[config.mk]
export PLATFORM = sky130hd
export DESIGN_NAME = multicycle_ctrl_flat
export DESIGN_NICKNAME = d
export VERILOG_FILES = /design/src/rtl/multicycle_ctrl_pkg.sv /design/src/rtl/multicycle_ctrl_if.sv /design/src/rtl/multicycle_ctrl_decode.sv /design/src/rtl/multicycle_ctrl.sv /design/src/flat_wrapper.sv
export SDC_FILE = /design/constraint.sdc
export NUM_CORES = 1
export LEC_CHECK = 0
export CAP_MARGIN = 20
export CELL_PAD_IN_SITES_DETAIL_PLACEMENT = 0
export CELL_PAD_IN_SITES_GLOBAL_PLACEMENT = 2
export CORE_MARGIN = 3
export CORE_UTILIZATION = 19
export CTS_CLUSTER_SIZE = 20
export DETAILED_ROUTE_END_ITERATION = 12
export HOLD_SLACK_MARGIN = 0.12
export PLACE_DENSITY = 0.75
export REMOVE_ABC_BUFFERS = 1
export SYNTH_ARGS = -nofsm -noshare
export SYNTH_HDL_FRONTEND = slang
export SYNTH_SLANG_ARGS = --single-unit
export TNS_END_PERCENT = 5
[constraint.sdc]
create_clock -name clk_i -period 1.7 [get_ports clk_i]
set_input_delay 0.51 -clock clk_i [delete_from_list [all_inputs] [get_ports clk_i]]
set_output_delay 0.51 -clock clk_i [all_outputs]
set_load 0.02 [all_outputs]
[src/rtl/multicycle_ctrl_pkg.sv]
// ctrl_pkg: state encoding, opcodes and datapath select codes for the
// multi-cycle sequencer. Optional feature macro: CTRL_ILLEGAL_TRAP_EN.
package ctrl_pkg;

    typedef enum logic [2:0] {
        S_FETCH  = 3'd0,
        S_DECODE = 3'd1,
        S_EXEC   = 3'd2,
        S_MEM    = 3'd3,
        S_WB     = 3'd4,
        S_HALT   = 3'd5
    } state_e;

    localparam logic [3:0] OP_RTYPE = 4'h0;
    localparam logic [3:0] OP_ADDI  = 4'h1;
    localparam logic [3:0] OP_LW    = 4'h2;
    localparam logic [3:0] OP_SW    = 4'h3;
    localparam logic [3:0] OP_BEQ   = 4'h4;
    localparam logic [3:0] OP_JMP   = 4'h5;
    localparam logic [3:0] OP_HALT  = 4'hF;

    localparam logic [2:0] ALU_ADD = 3'b000;
    localparam logic [2:0] ALU_SUB = 3'b001;

    localparam logic [1:0] PCSRC_ALU    = 2'b00;
    localparam logic [1:0] PCSRC_ALUOUT = 2'b01;
    localparam logic [1:0] PCSRC_JUMP   = 2'b10;

    localparam logic [1:0] SRCB_REGB = 2'b00;
    localparam logic [1:0] SRCB_ONE  = 2'b01;
    localparam logic [1:0] SRCB_IMM  = 2'b10;

    typedef struct packed {
        logic       ir_write;
        logic       pc_write;
        logic [1:0] pc_src;
        logic       mem_read;
        logic       mem_write;
        logic       iord;
        logic       alu_src_a;
        logic [1:0] alu_src_b;
        logic [2:0] alu_op;
        logic       mem_to_reg;
        logic       reg_write;
        logic       halted;
        logic       illegal;
    } ctrl_t;

    function automatic logic is_legal(input logic [3:0] op);
        return (op <= OP_JMP) || (op == OP_HALT);
    endfunction

endpackage

[src/rtl/multicycle_ctrl_if.sv]
// Controller <-> datapath/memory/register-file bundle.
// master = sequencer side, slave = datapath side.
interface multicycle_ctrl_if;
    logic [15:0] instr;
    logic        mem_ready;
    logic        zero;
    logic        IRWrite;
    logic        PCWrite;
    logic [1:0]  PCSrc;
    logic        MemRead;
    logic        MemWrite;
    logic        IorD;
    logic        ALUSrcA;
    logic [1:0]  ALUSrcB;
    logic [2:0]  ALUOp;
    logic        MemtoReg;
    logic [2:0]  Read1;
    logic [2:0]  Read2;
    logic [2:0]  WriteReg;
    logic        RegWrite;
    logic        halted;
    logic        illegal;

    modport master (
        input  instr, mem_ready, zero,
        output IRWrite, PCWrite, PCSrc, MemRead, MemWrite, IorD, ALUSrcA,
               ALUSrcB, ALUOp, MemtoReg, Read1, Read2, WriteReg, RegWrite,
               halted, illegal
    );

    modport slave (
        output instr, mem_ready, zero,
        input  IRWrite, PCWrite, PCSrc, MemRead, MemWrite, IorD, ALUSrcA,
               ALUSrcB, ALUOp, MemtoReg, Read1, Read2, WriteReg, RegWrite,
               halted, illegal
    );
endinterface

[src/rtl/multicycle_ctrl_decode.sv]
// ctrl_decode: combinational control-word decode from state and IR fields.
// CTRL_ILLEGAL_TRAP_EN enables the sticky illegal flag in HALT.
module ctrl_decode
    import ctrl_pkg::*;
(
    input  state_e     state_i,
    input  logic [3:0] op_i,
    input  logic [2:0] funct_i,
    input  logic       zero_i,
    input  logic       mem_ready_i,
    output ctrl_t      ctrl_o
);

    // Moore decode per state; only IRWrite/PCWrite look at mem_ready/zero
    always_comb begin
        ctrl_o = '0;
        unique case (state_i)
            S_FETCH: begin
                ctrl_o.mem_read  = 1'b1;
                ctrl_o.alu_src_b = SRCB_ONE;
                ctrl_o.ir_write  = mem_ready_i;
                ctrl_o.pc_write  = mem_ready_i;
            end
            S_DECODE: ctrl_o.alu_src_b = SRCB_IMM;
            S_EXEC: begin
                case (op_i)
                    OP_RTYPE: begin
                        ctrl_o.alu_src_a = 1'b1;
                        ctrl_o.alu_op    = funct_i;
                    end
                    OP_ADDI, OP_LW, OP_SW: begin
                        ctrl_o.alu_src_a = 1'b1;
                        ctrl_o.alu_src_b = SRCB_IMM;
                    end
                    OP_BEQ: begin
                        ctrl_o.alu_src_a = 1'b1;
                        ctrl_o.alu_op    = ALU_SUB;
                        ctrl_o.pc_src    = PCSRC_ALUOUT;
                        ctrl_o.pc_write  = zero_i;
                    end
                    OP_JMP: begin
                        ctrl_o.pc_src   = PCSRC_JUMP;
                        ctrl_o.pc_write = 1'b1;
                    end
                    default: ;
                endcase
            end
            S_MEM: begin
                ctrl_o.iord      = 1'b1;
                ctrl_o.mem_read  = (op_i == OP_LW);
                ctrl_o.mem_write = (op_i == OP_SW);
            end
            S_WB: begin
                ctrl_o.reg_write  = 1'b1;
                ctrl_o.mem_to_reg = (op_i == OP_LW);
            end
            S_HALT: begin
                ctrl_o.halted = 1'b1;
`ifdef CTRL_ILLEGAL_TRAP_EN
                // IR is frozen in HALT, so the trapping opcode is still there
                ctrl_o.illegal = !is_legal(op_i);
`endif
            end
            default: ;
        endcase
    end

endmodule

[src/rtl/multicycle_ctrl.sv]
// multicycle_ctrl: FETCH/DECODE/EXEC/MEM/WB sequencer holding state and IR.
// Optional macro CTRL_ILLEGAL_TRAP_EN: illegal opcodes halt instead of NOP.
module multicycle_ctrl
    import ctrl_pkg::*;
(
    input  logic             clk_i,
    input  logic             rst_i,
    multicycle_ctrl_if.master bus
);

    state_e      state_q, state_d;
    logic [15:0] ir_q, ir_d;
    ctrl_t       c;

    wire [3:0] op    = ir_q[15:12];
    wire [2:0] rd    = ir_q[11:9];
    wire [2:0] rs    = ir_q[8:6];
    wire [2:0] rt    = ir_q[5:3];
    wire [2:0] funct = ir_q[2:0];

    ctrl_decode u_dec (
        .state_i    (state_q),
        .op_i       (op),
        .funct_i    (funct),
        .zero_i     (bus.zero),
        .mem_ready_i(bus.mem_ready),
        .ctrl_o     (c)
    );

    // Next state and IR load
    always_comb begin
        state_d = state_q;
        ir_d    = ir_q;
        if (c.ir_write) ir_d = bus.instr;
        unique case (state_q)
            S_FETCH:  if (bus.mem_ready) state_d = S_DECODE;
            S_DECODE: begin
                if (op == OP_HALT)  state_d = S_HALT;
                else if (is_legal(op)) state_d = S_EXEC;
`ifdef CTRL_ILLEGAL_TRAP_EN
                else state_d = S_HALT;
`else
                else state_d = S_FETCH;
`endif
            end
            S_EXEC: begin
                case (op)
                    OP_RTYPE, OP_ADDI: state_d = S_WB;
                    OP_LW, OP_SW:      state_d = S_MEM;
                    default:           state_d = S_FETCH;
                endcase
            end
            S_MEM:  if (bus.mem_ready) state_d = (op == OP_LW) ? S_WB : S_FETCH;
            S_WB:   state_d = S_FETCH;
            S_HALT: state_d = S_HALT;
            default: state_d = S_FETCH;
        endcase
    end

    // State and IR registers
    always_ff @(posedge clk_i) begin
        if (rst_i) begin
            state_q <= S_FETCH;
            ir_q    <= 16'h0000;
        end else begin
            state_q <= state_d;
            ir_q    <= ir_d;
        end
    end

    // Every enable is forced low while reset is held, so an interrupted
    // access never completes.
    assign bus.IRWrite  = c.ir_write  & ~rst_i;
    assign bus.PCWrite  = c.pc_write  & ~rst_i;
    assign bus.MemRead  = c.mem_read  & ~rst_i;
    assign bus.MemWrite = c.mem_write & ~rst_i;
    assign bus.RegWrite = c.reg_write & ~rst_i;
    assign bus.halted   = c.halted    & ~rst_i;
    assign bus.illegal  = c.illegal   & ~rst_i;
    assign bus.IorD     = c.iord      & ~rst_i;
    assign bus.PCSrc    = c.pc_src;
    assign bus.ALUSrcA  = c.alu_src_a;
    assign bus.ALUSrcB  = c.alu_src_b;
    assign bus.ALUOp    = c.alu_op;
    assign bus.MemtoReg = c.mem_to_reg & ~rst_i;

    assign bus.Read1    = rs;
    assign bus.Read2    = (op == OP_SW || op == OP_BEQ) ? rd : rt;
    assign bus.WriteReg = rd;

endmodule

[src/flat_wrapper.sv]
// flat-port wrapper written by rule: the top's interface ports become plain ports
module multicycle_ctrl_flat import ctrl_pkg::*;
  (clk_i, rst_i, bus_instr, bus_mem_ready, bus_zero, bus_IRWrite, bus_PCWrite, bus_PCSrc, bus_MemRead, bus_MemWrite, bus_IorD, bus_ALUSrcA, bus_ALUSrcB, bus_ALUOp, bus_MemtoReg, bus_Read1, bus_Read2, bus_WriteReg, bus_RegWrite, bus_halted, bus_illegal);
  multicycle_ctrl_if bus_i ();
  input  logic clk_i;
  input  logic rst_i;
  input wire logic [$bits(bus_i.instr)-1:0] bus_instr;
  input wire logic [$bits(bus_i.mem_ready)-1:0] bus_mem_ready;
  input wire logic [$bits(bus_i.zero)-1:0] bus_zero;
  output wire logic [$bits(bus_i.IRWrite)-1:0] bus_IRWrite;
  output wire logic [$bits(bus_i.PCWrite)-1:0] bus_PCWrite;
  output wire logic [$bits(bus_i.PCSrc)-1:0] bus_PCSrc;
  output wire logic [$bits(bus_i.MemRead)-1:0] bus_MemRead;
  output wire logic [$bits(bus_i.MemWrite)-1:0] bus_MemWrite;
  output wire logic [$bits(bus_i.IorD)-1:0] bus_IorD;
  output wire logic [$bits(bus_i.ALUSrcA)-1:0] bus_ALUSrcA;
  output wire logic [$bits(bus_i.ALUSrcB)-1:0] bus_ALUSrcB;
  output wire logic [$bits(bus_i.ALUOp)-1:0] bus_ALUOp;
  output wire logic [$bits(bus_i.MemtoReg)-1:0] bus_MemtoReg;
  output wire logic [$bits(bus_i.Read1)-1:0] bus_Read1;
  output wire logic [$bits(bus_i.Read2)-1:0] bus_Read2;
  output wire logic [$bits(bus_i.WriteReg)-1:0] bus_WriteReg;
  output wire logic [$bits(bus_i.RegWrite)-1:0] bus_RegWrite;
  output wire logic [$bits(bus_i.halted)-1:0] bus_halted;
  output wire logic [$bits(bus_i.illegal)-1:0] bus_illegal;
  assign bus_i.instr = bus_instr;
  assign bus_i.mem_ready = bus_mem_ready;
  assign bus_i.zero = bus_zero;
  assign bus_IRWrite = bus_i.IRWrite;
  assign bus_PCWrite = bus_i.PCWrite;
  assign bus_PCSrc = bus_i.PCSrc;
  assign bus_MemRead = bus_i.MemRead;
  assign bus_MemWrite = bus_i.MemWrite;
  assign bus_IorD = bus_i.IorD;
  assign bus_ALUSrcA = bus_i.ALUSrcA;
  assign bus_ALUSrcB = bus_i.ALUSrcB;
  assign bus_ALUOp = bus_i.ALUOp;
  assign bus_MemtoReg = bus_i.MemtoReg;
  assign bus_Read1 = bus_i.Read1;
  assign bus_Read2 = bus_i.Read2;
  assign bus_WriteReg = bus_i.WriteReg;
  assign bus_RegWrite = bus_i.RegWrite;
  assign bus_halted = bus_i.halted;
  assign bus_illegal = bus_i.illegal;
  multicycle_ctrl u_core (.clk_i(clk_i), .rst_i(rst_i), .bus(bus_i));
endmodule
==> metrics.md <==
| Metric | Value |
|---|---|
| Clock Tree Buf Depth | `2` |
| Worst setup margin | `-0.428 ns` |
| Status | `finished, violations left` |
| Placed Instances | `274` |
| Vias in the first global route | `1140` |
| TritonCTS Buffers | `3` |
| Crit Reg-Reg Startpoint | `u_core.ir_q[13]` |
| CP startpoint | `u_core.ir_q[13]` |
| Vias | `1139` |
| DR vias/cell | `4.10` |
| FF-to-FF path depth | `5` |
| Fin. Hold Viols | `0` |
| Post-synth EDFFs | `0` |
| Leakage power | `0.804 nW` |
| Syn_area_per_cell | `7.30 µm²` |
| Critical path class | `flop to primary output` |
| Maximum VDD drop | `0.316 mV` |
| Overflow after GRT | `0` |
| All-Layer GR Usage | `10.0%` |
| I/O Buffers | `44` |
| RSZ-0062 raised after global routing | `yes` |
| Post-Layout Cell Count | `278` |
| Rows | `26` |
| DR iter-0 viols | `29` |
| Drt total wl | `3180 µm` |
| Yosys warns | `0` |
| CP Launch Type | `flop` |
| Crit path required time | `1.19 ns` |
| Post-Synthesis Cells | `147` |
| Hold depth | `2` |
| Crit path buf inv count | `2` |
| Final hold slack | `0.451 ns` |
| Finish-stage setup viols | `17` |
| Routed Antenna Nets | `0` |
| Syn Std Cell Area | `1070 µm²` |
| DR DRC count | `0` |
| Initial Utilization | `20.4%` |
| PwrDens | `725 nW/µm²` |
| Failing checks | `negative setup slack` |
| Core area | `5270 µm²` |
| Critical Path End Type | `primary output` |
| Register area share after synthesis | `35.4%` |
| Worst R2R End | `u_core.state_q[0]` |
| Synth top area cells | `dfxtp_1, nand2_1, a21oi_1` |
| N_diodes | `0` |
| Hold Startpoint | `u_core.ir_q[6]` |
| Crit path max fanout | `5` |
| Register bit total from synthesis | `19` |
| Unique cell type count in the Yosys netlist | `34` |
| CTS root buffer | `clkbuf_8` |
| Gpl congestion | `0.831` |
| Routed len/inst | `11.4 µm` |
| Reg2Reg Setup Slack | `0.27 ns` |
| Arrival time at the worst endpoint | `1.62 ns` |
| CTS tree | `built` |
| Chip Width | `81.2 µm` |
| Max_cap viols | `0` |
| Post-DP HPWL | `2430 µm` |
| Final Max Slew Viols | `0` |
| Top-level port count | `46` |
| Area Growth Syn to Fin | `72.6%` |
| Crit-path slowest cell | `dfxtp_2` |
| Final period util | `125%` |
| HP Class | `flop to flop` |
| First-pass GRT wire length | `5120 µm` |
| Skew-Pair Late Insertion Delay | `0.25 ns` |
| Worst hold endpoint | `u_core.ir_q[6]` |
| Synth area leader | `dfxtp_1` |
| DR pass1 iterations | `4` |
| Die ar. | `6590 µm²` |
| CP delay by family, top | `flip-flops` |
| Max Freq | `470 MHz` |
| H-tree levels | `1` |
| Post-synth top area share | `35.4%` |
| Post-Route Skew | `0.00134 ns` |
| Reg clk slew, reported paths | `0.07 ns` |
| Net count, final | `229` |
| Clock Sink Count | `19` |
| Crit-path cells | `and2b_1, nor2_1, a211oi_2, buf_4, mux2_4, buf_6` |
| Initial antenna violation count | `0` |
| Minimum clock period | `2.13 ns` |
| Fin util | `35.2%` |
| Ys async rst share | `0%` |
| CP max stage delay | `0.34 ns` |
| Share of post-route cells with drive strength above 1 | `38.5%` |
| Synth Flop Type | `dfxtp_1` |
| # Post-CTS Setup Buffers | `0` |
| Dpl ws | `-0.989 ns` |
| Pin count of the biggest net entering global routing | `18` |
| Die Ht | `81.2 µm` |
[logic make-up (layout without fill, tap and decap cells)]
| kind of cell | Yosys count | after routing | share of synthesized area (%) |
|---|---|---|---|
| simple gates | 73 | 73 | 32.1 |
| other cells | 1 | 1 | 0.349 |
| mux | 3 | 3 | 3.15 |
| compound gates | 31 | 31 | 18.2 |
| flops | 19 | 19 | 35.4 |
| buf+inv | 20 | 81 | 10.8 |
[Yosys cell counts (2+ instances only)]
cell and number:
a41oi_1 2, and2_1 3, and3_1 2, o22ai_1 2, nor2_1 15, buf_2 6, nor3_1 4, a21oi_1 18
nand2b_1 2, buf_4 7, nand2_1 39, clkbuf_1 4, mux2_1 3, dfxtp_1 19, o21ai_0 2
[worst register-to-register path: stages (launching register included)]
cell      delay, ns
dfxtp_2        0.36
or3b_1         0.41
buf_4          0.17
a211oi_1       0.24
nor2_1         0.08
o22ai_1        0.10
[what timing repair did]
action,in CTS,in global routing
hold buffers,0,0
endpoints found under the setup margin,25,19
cloned,0,0
gates resized for setup,131,10
pin swaps,6,3
[state kept, by name, summed over array words and instances (netlist names)]
register        count
u_core.ir_q        16
u_core.state_q      3
[placed cells by master (no fill, tap or decap), types with 2 or more instances in the layout]
cell,n
clkdlybuf4s50_1,17
buf_4,39
and2_1,3
o22ai_1,2
mux2_4,3
a21oi_1,17
and3_1,2
dfxtp_1,12
nand2_1,37
dlygate4sd2_1,7
dfxtp_2,6
nor3_2,2
clkbuf_8,3
o21ai_0,2
nand2b_4,2
nor2_1,13
a41oi_1,2
nor3_1,2
buf_6,11
[report_power, final]
part	switching, mW	internal, mW
Combinational	0.253	0.264
Sequential	0.0335	0.487
Clock	0.143	0.163
[layer usage]
layer  share of wire [%]  global-route usage, %  vias to the layer above
met5                   0                      0                        -
met4                 1.2                   3.72                        0
met3                 6.6                   2.22                        4
met2                  47                   17.3                       32
met1                  45                   12.0                      502
li1                    -                      -                      601
[cell type report]
cell class | count | area, µm²
Clock buffer | 3 | 41.3
Multi-Input combinational cell | 108 | 661
Fill cell | 586 | 3420
Clock inverter | 1 | 5.00
Timing Repair Buffer | 75 | 659
Tap cell | 70 | 87.6
Sequential cell | 19 | 392
Inverter | 2 | 7.51
[stage by stage]
step	setup TNS, ns	area [µm²]	power (mW)
floorplan	-2.71	965	0.733
global placement	-12.71	1730	1.01
detailed placement	-12.70	1730	1.01
CTS	-5.05	1810	1.35
global route	-6.00	1850	1.44
finish	-4.55	1850	1.34
[how the worst max path moves through the flow]
stage	to	slack, ns	cells past startpoint
after global routing	bus_Read2[2]	-0.53	6
after CTS	bus_Read2[2]	-0.46	6
after detailed placement	bus_MemtoReg	-0.99	5
after floorplan	bus_PCWrite	-0.65	3
final	bus_Read2[2]	-0.43	6
after global placement	bus_MemWrite	-0.97	6
Power figures use the tool's default switching activity.
==> RTL change 1: new RTL, same flow settings <==
Reset style: asynchronous (`rst_i`), changed in one clocked block.
--- a/src/rtl/multicycle_ctrl.sv
+++ b/src/rtl/multicycle_ctrl.sv
@@ -58,7 +58,7 @@
     end
 
     // State and IR registers
-    always_ff @(posedge clk_i) begin
+    always_ff @(posedge clk_i or posedge rst_i) begin
         if (rst_i) begin
             state_q <= S_FETCH;
             ir_q    <= 16'h0000;
Check against the original RTL: differs if rst_i is asserted again (counterexample within 4 cycles, from zero or initial values and one cycle with rst_i high); with rst_i held inactive, the same outputs for 10 cycles.
==> RTL change 1 against the unedited design <==
  * The flow still finishes with violations (setup timing)
  * Critical path depth decreased by 1
  * Sequential share of layout area increased by 2.1 points
  * Worst hold slack improved by 0.054 ns
  * Synthesized area increased by 9.4%
  * Non-clock buffer count increased by 8
  * Sequential cell count unchanged
  * First-iteration DRC count increased by 14%
  * Wire length increased by 9.7%
  * Cell area increased by 12%
  * Register-to-register slack got worse by 0.23 ns
  * Worst setup slack got worse by 0.046 ns
  * Critical endpoint is now bus_Read2[1]
  * Maximum frequency decreased by 2.1%
Power is not compared: it rests on default switching activity, and its combinational part moved more than twofold at a synthesized area within 25%.
==> RTL change 1: results <==
group,metric,value,unit
run_status,violations,"setup timing",
timing,setup_ws,-0.4737,ns
run_status,status,"finished with violations",
final_layout,clock_area_share,2.225,%
synthesis,ys.flop_type,"dfrtp_1",
min_path,hold_end,"u_core.ir_q[2]",
routing,first_pass_iters,3,
worst_setup_path,r2r-start,"u_core.state_q[1]",
place,dp_hpwl,2567,um
place,placed_cell_area,0.001888,mm2
synthesis,async_reset_ff_share,100.0,%
worst_setup_path,r2r_end,"u_core.ir_q[11]",
worst_setup_path,r2r_setup_slack,0.04,ns
min_path,min_from,"u_core.ir_q[2]",
global_routing,grt_usage,10.03,%
timing,clock_skew,0.006091,ns
place,dp_cells,257,
global_routing,grt_pass1_wl,5782,um
synthesis,syn_inst,118,
worst_setup_path,startpoint,"u_core.ir_q[12]",
synthesis,yosys.area.top_type_share,40.47,%
final_layout,inv_count,7,
global_routing,grt_max_degree,20,
final_layout,buf_share,35.06,%
routing,via_count,1098,
timing,setup_violations,19,
min_path,whs_path_depth,1,
routing,wl_per_cell,13.21,um
final_layout,multi_input_area,701.9,um2
synthesis,yosysSeqAreaShare,40.47,%
final_layout,nFillCells,646,
final_layout,multi_input_comb_cells,76,
place,place_congestion,0.7943,
final_layout,buffers,83,
## RTL change 1: changes by cell type in the layout (fill, tap and decap cells not counted), moves of 5 or more
| cell | unedited run | this run |
|---|---|---|
| dfrtp_1 | 0 | 13 |
| nand2_1 | 37 | 6 |
| dfxtp_1 | 12 | 0 |
| a21oi_1 | 17 | 1 |
| dfrtp_2 | 0 | 6 |
| inv_1 | 1 | 6 |
| mux2_4 | 3 | 16 |
| dfxtp_2 | 6 | 0 |
| nor2_1 | 13 | 7 |
| buf_4 | 39 | 46 |
## RTL change 1: stage by stage
step | utilization (%) | hold slack [ns] | setup TNS (ns) | setup slack, ns
final | 34.94 | 0.5053 | -5.912 | -0.4737
after global routing | 34.94 | 0.5271 | -8.067 | -0.5530
after CTS | 33.57 | 0.5090 | -6.130 | -0.4926
after detailed placement | 31.70 | 0.4891 | -17.45 | -0.9274
after global placement | 31.70 | 0.4841 | -16.63 | -0.9013
after floorplan | - | 0.4663 | -10.71 | -0.9796
## RTL change 1: cells by family (layout without fill, tap and decap cells)
group / after synthesis / in the layout / synth area share (%)
other: 1 / 1 / 0.3192
buffers and inverters: 23 / 94 / 10.76
multiplexers: 16 / 16 / 15.34
AND/OR/NAND/NOR: 38 / 38 / 20.55
flip-flops: 19 / 19 / 40.47
AO/OA/AOI/OAI: 21 / 21 / 12.57
## RTL change 1: layer usage
layer	global-route usage, %	up-vias
li1	-	546
met1	12.90	520
met2	16.58	30
met3	3.042	2
met4	2.158	0
met5	0	-
## RTL change 1: timing repair
item / CTS / global route
pin swaps: 5 / 6
hold buffers: 0 / 0
setup endpoints to repair: 38 / 32
setup buffers: 3 / 0
resized for setup: 130 / 22
## RTL change 1: power by group
group          internal (mW)  total, mW  switching (mW)
clock network          0.163      0.333           0.170
logic                   1.36       2.42            1.05
registers              0.682      0.889           0.207
==> RTL change 2: new RTL, same flow settings <==
Without the edit above. Build with the macro `CTRL_ILLEGAL_TRAP_EN` defined.
--- a/src/rtl/multicycle_ctrl_decode.sv
+++ b/src/rtl/multicycle_ctrl_decode.sv
@@ -1,5 +1,7 @@
 // ctrl_decode: combinational control-word decode from state and IR fields.
 // CTRL_ILLEGAL_TRAP_EN enables the sticky illegal flag in HALT.
+`define CTRL_ILLEGAL_TRAP_EN
+
 module ctrl_decode
     import ctrl_pkg::*;
 (
Function: changed (a bounded check fails within 4 cycles, from zero or initial values and one cycle with rst_i high).
==> RTL change 2 against the unedited design <==
  * The run still ends with setup timing left
  * Worst setup slack lost 0.055 ns
  * Count of clock-buffer cells in the layout is the same
  * Wire length grew 20%
  * Synthesized area grew 8.0%
  * Via count grew 12%
  * Sequential power is essentially flat
  * Sequential cell count is the same
  * Clock skew grew 0.0023 ns
  * Power grew 15%
  * Critical path depth shrank 2
  * Cell area grew 12%
  * Critical endpoint unchanged
  * Highest routed layer unchanged
==> RTL change 2: results <==
group,metric,value,unit
run_status,status,"finished with violations",
run_status,violations,"setup timing",
final_layout,nFillCells,604,
global_routing,grt_use_met2,19.51,%
timing,clock_skew,0.003681,ns
worst_setup_path,slowest_delay,0.39,ns
global_routing,grt.met3_usage,2.846,%
pwr,power_leakage,0.9173,nW
clock_network,cts_resized,151,
final_layout,nets,240,
timing,setup_ws,-0.4824,ns
worst_setup_path,r2r_cells,6,
routing,wl_per_cell,13.16,um
timing,setup_violations,19,
clock_network,post-cts-setup-buffer-count,3,
global_routing,grt_usage,10.79,%
timing,tns,-5.410,ns
worst_setup_path,r2r_end,"u_core.ir_q[15]",
final_layout,drive_gt1_share,43.84,%
worst_setup_path,r2r-start,"u_core.state_q[1]",
place,numPortBuffers,45,
pwr,p_sw_share,33.55,%
routing,wl_met2,1953,um
routing,via_per_inst,4.375,
global_routing,grt_util_met1,13.14,%
## RTL change 2: power groups by stage
stage / Clock, mW / Sequential [mW] / Combinational [mW]
after floorplan: 0 / 0.567 / 0.238
final: 0.310 / 0.522 / 0.706
after global routing: 0.345 / 0.528 / 0.765
after detailed placement: 0 / 0.526 / 0.609
after CTS: 0.322 / 0.520 / 0.688
after global placement: 0 / 0.526 / 0.611
## RTL change 2: worst min path at each step
stage                        start        endpoint  depth (start not counted)
floorplan           u_core.ir_q[1]  u_core.ir_q[1]                          2
global placement    u_core.ir_q[5]  u_core.ir_q[5]                          2
detailed placement  u_core.ir_q[5]  u_core.ir_q[5]                          2
CTS                 u_core.ir_q[7]  u_core.ir_q[7]                          2
global route        u_core.ir_q[7]  u_core.ir_q[7]                          2
finish              u_core.ir_q[7]  u_core.ir_q[7]                          2
## RTL change 2: cell type report
class	instances	area [um2]	area share, %
repair buffers	83	757.0	36.34
well taps	72	90.09	4.324
clock buffers	3	41.29	1.982
inverters	3	11.26	0.5405
multi-input cells	110	790.8	37.96
flip-flops and latches	19	387.9	18.62
clock inverters	1	5.005	0.2402
## RTL change 2: metrics by stage
stage	hold slack [ns]	utilization (%)	cells
floorplan	0.4258	-	132
finish	0.4546	36.49	291
detailed placement	0.4455	32.50	284
CTS	0.4579	35.20	291
global route	0.4799	36.49	291
global placement	0.4430	32.50	284
## RTL change 2: critical path, delay by kind of cell (launching register included)
family	cells	cell delay, ns
buffers and inverters	1	0.13
AND/OR/NAND/NOR	1	0.39
flip-flops	1	0.37
multiplexers	1	0.33
AO/OA/AOI/OAI	1	0.20
## RTL change 2: cell families after synthesis
kind of cell	share of synthesized area [%]
flip-flops	32.79
AND/OR/NAND/NOR	34.84
AO/OA/AOI/OAI	18.34
multiplexers	3.775
buffers and inverters	10.25
